### src/rtl/guess_game_ctrl.sv
// Guessing-game round controller: draws a secret in -99..+99 from the PRNG stream by
// rejection sampling, then grades sign-magnitude guesses and counts attempts.
module guess_game_ctrl #(
  parameter int MAX_TRIES = 7,
  parameter int MAX_DRAW  = 16
) (
  input  logic       clk,
  input  logic       reset,
  input  logic [7:0] prn,
  input  logic       new_game,
  input  logic       guess_valid,
  input  logic [7:0] guess,
  output logic       ready,
  output logic       too_high,
  output logic       too_low,
  output logic       correct,
  output logic       bad_guess,
  output logic       game_over,
  output logic [7:0] attempts,
  output logic [7:0] secret
);

  typedef enum logic [2:0] {IDLE, DRAW, PLAY, WON, LOST} state_t;

  localparam logic [7:0] DRAW_LAST = 8'(MAX_DRAW - 1);
  localparam logic [8:0] TRIES_LAST = 9'(MAX_TRIES);

  state_t     state, state_n;
  logic [7:0] draw_cnt, draw_cnt_n;
  logic [7:0] secret_n, attempts_n;
  logic       too_high_n, too_low_n, correct_n, bad_guess_n;
  logic       prn_ok;
  logic [7:0] prn_fold;
  logic [7:0] guess_tc, secret_tc;

  // Sign-magnitude to two's complement; -0 maps naturally to 0.
  function automatic logic [7:0] to_tc(input logic [7:0] sm);
    return sm[7] ? (8'd0 - {1'b0, sm[6:0]}) : {1'b0, sm[6:0]};
  endfunction

  assign prn_ok    = (prn[6:0] <= 7'd99) && (prn != 8'h80);
  assign prn_fold  = (prn[6:0] >= 7'd100) ? {prn[7], prn[6:0] - 7'd100} : 8'h00;
  assign guess_tc  = to_tc(guess);
  assign secret_tc = to_tc(secret);

  always_comb begin
    state_n     = state;
    draw_cnt_n  = draw_cnt;
    secret_n    = secret;
    attempts_n  = attempts;
    too_high_n  = too_high;
    too_low_n   = too_low;
    correct_n   = correct;
    bad_guess_n = 1'b0;

    if (new_game) begin
      state_n    = DRAW;
      draw_cnt_n = 8'd0;
      secret_n   = 8'd0;
      attempts_n = 8'd0;
      too_high_n = 1'b0;
      too_low_n  = 1'b0;
      correct_n  = 1'b0;
    end else begin
      case (state)
        DRAW: begin
          if (prn_ok) begin
            secret_n = prn;
            state_n  = PLAY;
          end else if (draw_cnt == DRAW_LAST) begin
            // Out of draw budget: fold the rejected sample into range instead.
            secret_n = prn_fold;
            state_n  = PLAY;
          end else begin
            draw_cnt_n = draw_cnt + 8'd1;
          end
        end
        PLAY: begin
          if (guess_valid) begin
            if (guess[6:0] > 7'd99) begin
              bad_guess_n = 1'b1;
            end else begin
              attempts_n = (attempts == 8'hFF) ? attempts : attempts + 8'd1;
              too_high_n = $signed(guess_tc) > $signed(secret_tc);
              too_low_n  = $signed(guess_tc) < $signed(secret_tc);
              correct_n  = guess_tc == secret_tc;
              if (guess_tc == secret_tc)
                state_n = WON;
              else if (({1'b0, attempts} + 9'd1) == TRIES_LAST)
                state_n = LOST;
            end
          end
        end
        default: ;
      endcase
    end
  end

  always_ff @(posedge clk or posedge reset) begin
    if (reset) begin
      state     <= IDLE;
      draw_cnt  <= 8'd0;
      secret    <= 8'd0;
      attempts  <= 8'd0;
      too_high  <= 1'b0;
      too_low   <= 1'b0;
      correct   <= 1'b0;
      bad_guess <= 1'b0;
      ready     <= 1'b0;
      game_over <= 1'b0;
    end else begin
      state     <= state_n;
      draw_cnt  <= draw_cnt_n;
      secret    <= secret_n;
      attempts  <= attempts_n;
      too_high  <= too_high_n;
      too_low   <= too_low_n;
      correct   <= correct_n;
      bad_guess <= bad_guess_n;
      ready     <= (state_n == PLAY);
      game_over <= (state_n == WON) || (state_n == LOST);
    end
  end

endmodule

### config.mk
export PLATFORM = sky130hd
export DESIGN_NAME = guess_game_ctrl
export DESIGN_NICKNAME = d
export VERILOG_FILES = /design/src/rtl/guess_game_ctrl.sv
export SDC_FILE = /design/constraint.sdc
export NUM_CORES = 1
export LEC_CHECK = 0
export BUFFER_PORTS_ARGS = -buffer_cell sky130_fd_sc_hd__buf_2
export CELL_PAD_IN_SITES_DETAIL_PLACEMENT = 1
export CELL_PAD_IN_SITES_GLOBAL_PLACEMENT = 1
export CORE_UTILIZATION = 42
export DETAILED_ROUTE_END_ITERATION = 12
export PLACE_DENSITY = 0.89
export SYNTH_ARGS = -nofsm -noshare
export SYNTH_HDL_FRONTEND = slang
export SYNTH_SLANG_ARGS = --single-unit
### constraint.sdc
create_clock -name clk -period 3.2 [get_ports clk]
set_input_delay 0.16 -clock clk [delete_from_list [all_inputs] [get_ports clk]]
set_output_delay 0.16 -clock clk [all_outputs]
set_load 0.005 [all_outputs]
# Yosys cells after proc, flatten, opt, wreduce, memory -nomap -nowiden
# Cells that the tools add are included.
classes:
  magnitude_cmp: 5
  eq_ne: 14
  n_addsub: 6
  mux: 40
  n_reduce_logical: 10
ops:
  columns: ["op", "count"]
  rows:
  - ["$mux W8", 16]
  - ["$mux W3", 7]
  - ["$add A8 B1 Y8 const B", 2]
  - ["$mux W1", 16]
  - ["$sub A1 B7 Y8 const A", 2]
  - ["$add A8 B1 Y9 const B", 1]
  - ["$eq A3 B2 Y1 const B", 3]
  - ["$eq A9 B3 Y1 const B", 1]
  - ["$eq A8 B4 Y1 const B", 1]
  - ["$eq A8 B8 Y1", 1]
  - ["$eq A8 B8 Y1 const B", 1]
  - ["$gt A8 B8 Y1", 1]
  - ["$lt A8 B8 Y1", 1]
  - ["$ne A2 B2 Y1 const B", 4]
  - ["$ne A8 B8 Y1 const B", 1]
  - ["$ge A7 B7 Y1 const B", 1]
  - ["$gt A7 B7 Y1 const B", 1]
  - ["$le A7 B7 Y1 const B", 1]
  - ["$sub A7 B7 Y7 const B", 1]
  - ["$pmux W3 S2", 1]
  - ["$reduce_and A3 Y1", 2]
  - ["$reduce_bool A2 Y1", 3]
  - ["$reduce_and A4 Y1", 1]
  - ["$eq A3 B1 Y1 const B", 1]
  - ["5 further kinds", 5]
word_totals:
  out_inout_bits: 22
  wordCells: 85
  inputBits: 20
  regBits: 33

# Logic depth before layout (Yosys ltp)
logic_depth:
  depth_word: 10
  mapped_depth: 11
  ltp_nobuf: 11

# Worst setup path after synthesis
# No wires, ideal clock.
synth_path:
  kind: "register -> register"
  from: "register secret[1]"
  to: "register game_over"
  period_less_slack_ns: 2.446
  path_slack_ns: 0.754
  required_time_ns: 3.067
  t_arrival_ns: 2.313
  n_path_buf: 0
  path_stages_with_launch: 10
  cell_sequence: "dfrtp_1 > or3_1 > o31ai_1 > xor2_1 > ha_1 > nand4_1 > o211ai_1 > a2111oi_2 > a211o_1 > mux2i_1"
synth_via:
  elab_chain_len: 10
synth_rtl:
  columns: ["element", "line", "text"]
  rows:
  - ["start, declared", "20", "output logic [7:0] secret"]
  - ["start signal, assigned", "114", "secret <= secret_n;"]
  - ["$sub A1 B7 Y8", "38", "return sm[7] ? (8'd0 - {1'b0, sm[6:0]}) : {1'b0, sm[6:0]};"]
  - ["$mux W8 *", "38", null]
  - ["$eq A8 B8 Y1 *", "87", "if (guess_tc == secret_tc)"]
  - ["$mux W3 *", "87", null]
  - ["$mux W3 *", "80", "if (guess[6:0] > 7'd99) begin"]
  - ["$mux W3 *", "79", "if (guess_valid) begin"]
  - ["$pmux W3 S2 *", "65", "case (state)"]
  - ["$mux W3 *", "56", "if (new_game) begin"]
  - ["$eq A3 B2 Y1 / $eq A3 B3 Y1 (equally long branches)", "121", "game_over <= (state_n == WON) || (state_n == LOST);"]
  - ["$logic_or A1 B1 Y1 *", "121", null]
  - ["end signal, assigned", "121", null]
  - ["end, declared", "18", "output logic game_over,"]
# Every way passes the cells marked *; elsewhere a longest branch is shown, timed or not.
# A chain may end at the register's enable or synchronous reset.

# Worst setup path in the final report
# Same ends and word-level chain as after synthesis.

==> summary.txt <==
Clock tree
  • CTS tree: yes
  • Bufs on Longest Clock Path: 2
  • CTS buffer count: 5
  • Clock Latency Late Sink: 0.29 ns
  • H-tree Lvls: 2
  • Root buffer cell: clkbuf_8
  • Clk sinks: 33
  • CTS resizes: 0
  • Clk slew on worst S/H paths: 0.08 ns

Timing
  • RSZ-0062 raised after global routing: no
  • Final setup TNS: 0 ns
  • Fin crit share: 85.44%
  • Final Critical Period: 2.734 ns
  • Final-report setup violation count: 0
  • Hold WS: 0.09926 ns
  • Fmax: 365.7 MHz
  • Slew @ Worst Pin: 0.6372 ns
  • Final clock skew: 0.005337 ns
  • Hold Fails Final Rpt: 0
  • Pins over their slew limit: 0
  • Max-slew headroom: 57.26%

Min path
  • Hold Path Depth: 2
  • HP Class: input pin to flop

Route
  • Routed wire length: 5855 um
  • DRT antenna net count: 0
  • Vias per cell: 5.579
  • Drt initial violations: 73
  • Post-route DRC: 0
  • Wire per inst: 15.61 um
  • Detailed Routing Iterations Pass 1: 4
  • DR vias: 2092

Place
  • GP Congestion: 0.7923
  • Area after DPL: 0.002596 mm^2
  • Port Buf Inserts: 41
  • Inst Count DP: 366
  • Post-detail-place hpwl: 4428 um

Synth
  • Post-synth top flop: dfrtp_1
  • Ys async rst share: 100.0%
  • Seq/Total Area, Yosys: 35.43%
  • Cells after Synth: 263
  • Cell area after synthesis: 0.002331 mm^2
  • Flops & latches, synth: 33
  • Synth cell types: 48
  • Post-synth EDFFs: 0
  • Avg Synthesized Cell Area: 8.863 um^2
  • Syn Nets: 299
  • Syn. warnings: 0
  • Most common cell in the netlist: dfrtp_1
  • Yosys top cell area share: 35.43%
  • Largest cells by area after synthesis: dfrtp_1 35%, ha_1 8.6%, xor2_1 4.9%
  • Synth cell count leaders: 33 x dfrtp_1, 28 x nor2_1, 24 x nand2_1
  • Largest area contributor in the netlist: dfrtp_1

Floorplan
  • Die Area: 0.005852 mm^2
  • Row Count: 26
  • Initial Utilization: 44.51%
  • Core box area: 0.005238 mm^2
  • Chip width: 76.50 um
  • Ports: 42
  • Die height: 76.50 um

Layout
  • Final cell area excluding filler cells: 0.002693 mm^2
  • Fin nets: 340
  • Filler Cell Count: 640
  • Final Instance Count excl. Fillers: 375
  • P&R area growth vs syn: 15.51%
  • N_diodes: 0
  • Layout cell share with drive strength beyond 1: 20.00%

Pwr
  • Combinational Power Share: 24.1%
  • Clk network pwr share: 31.0%
  • Max VDD drop: 0.2339 mV
  • Net Sw Frac: 32.94%
  • Sequential share of power: 44.9%
  • Power Density: 385.1 mW/mm^2
  • Leakage: 0.001235 uW
  • P_sw: 341.5 uW
  • P_int: 695.4 uW
  • Total power: 1037 uW

Global routing
  • Antenna violations before repair: 0
  • First-pass GRT wire length: 10090 um
  • Grt total ovfl: 0
  • Gr usage total: 21.37%
  • Vias in the first global route: 2062
  • Largest net degree at the start of global routing: 34

Worst setup path
  • Worst Path Max Fanout: 5
  • WS Path Type: flop to flop
  • CP required: 3.36 ns
  • Arrival time at the worst endpoint: 2.89 ns
  • CP Capture Type: flop
  • Worst setup SP type: flop
  • R2R depth: 9

Run
  • Maxcap violations: 0

Run status
  • Status: finished, final reports clean
==> timing repair <==
item	in CTS	in global routing
hold buffers	1	0
buffers inserted	0	0
hold endpoints to repair	33	0
==> area by class of cell <==
class | count | area (um^2) | area share [%]
Multi-Input combinational cell | 209 | 1425 | 52.93
Sequential cell | 33 | 825.8 | 30.67
Timing Repair Buffer | 43 | 222.7 | 8.271
Tap cell | 70 | 87.58 | 3.253
Clock buffer | 5 | 68.82 | 2.556
Inverter | 12 | 45.04 | 1.673
Clock inverter | 3 | 17.52 | 0.6506
==> power groups by stage <==
stage               Clock, uW  Sequential [uW]  Combinational (uW)
floorplan                   0              465                 173
global placement            0              473                 240
detailed placement          0              474                 250
CTS                       333              466                 254
global route              348              470                 284
finish                    321              466                 250
==> cells in the final DEF, fill, tap and decap left out, types with 9 or more instances in the layout <==
cell type  count
nand2_1       24
xor2_1        13
buf_2         41
a21oi_1       10
o21ai_0       12
xnor2_1       12
nand4_1        9
nor2_1        28
ha_1          16
inv_1         12
dfrtp_1       33
==> kinds of logic after synthesis <==
family | after synthesis | synth area share [%]
buffers and inverters | 21 | 3.435
multiplexers | 4 | 1.771
adder cells (fa/ha/maj) | 16 | 8.588
flip-flops | 33 | 35.43
AND/OR/NAND/NOR | 114 | 25.93
AO/OA/AOI/OAI | 50 | 15.46
XOR/XNOR | 25 | 9.393
==> per-layer routing <==
metal  up-vias  global-route usage (%)  wire [um]
li1       1032                       -          -
met1      1021                   28.11       2635
met2        34                   36.67       3009
met3         5                   3.593        170
met4         0                   4.615         40
met5         -                       0          0
==> path summary, 6_finish.rpt <==
check / from / endpoint / slack (ns)
max in group asynchronous: reset / draw_cnt[2] / 2.38
worst max-delay path: secret[1] / game_over / 0.47
min in group asynchronous: reset / draw_cnt[5] / 0.50
worst max register to register: secret[1] / game_over / 0.47
worst min-delay path: prn[7] / secret[7] / 0.1
worst min register to register: too_high / too_high / 0.52
==> critical path: stages (launching register included) <==
cell and delay [ns]:
dfrtp_1 0.41, or3_1 0.42, o31ai_1 0.27, xor2_1 0.19, ha_1 0.27, nand4_1 0.11
o211ai_1 0.12, a2111oi_2 0.51, a211o_1 0.23, mux2i_1 0.07
==> metrics by stage <==
stage / utilization (%) / setup WS [ns]
6_report: 51.41 / 0.4658
5_1_grt: 51.41 / 0.3319
4_1_cts: 51.41 / 0.4577
3_5_place_dp: 49.57 / 0.4915
3_3_place_gp: 49.57 / 0.6009
2_1_floorplan: - / 0.7544
==> flip-flops by register name, indices dropped and copies added (netlist names) <==
name and cells:
correct 1, too_low 1, attempts 8, too_high 1, state 3, draw_cnt 8, ready 1, bad_guess 1
game_over 1, secret 8
Power figures use the tool's default switching activity.
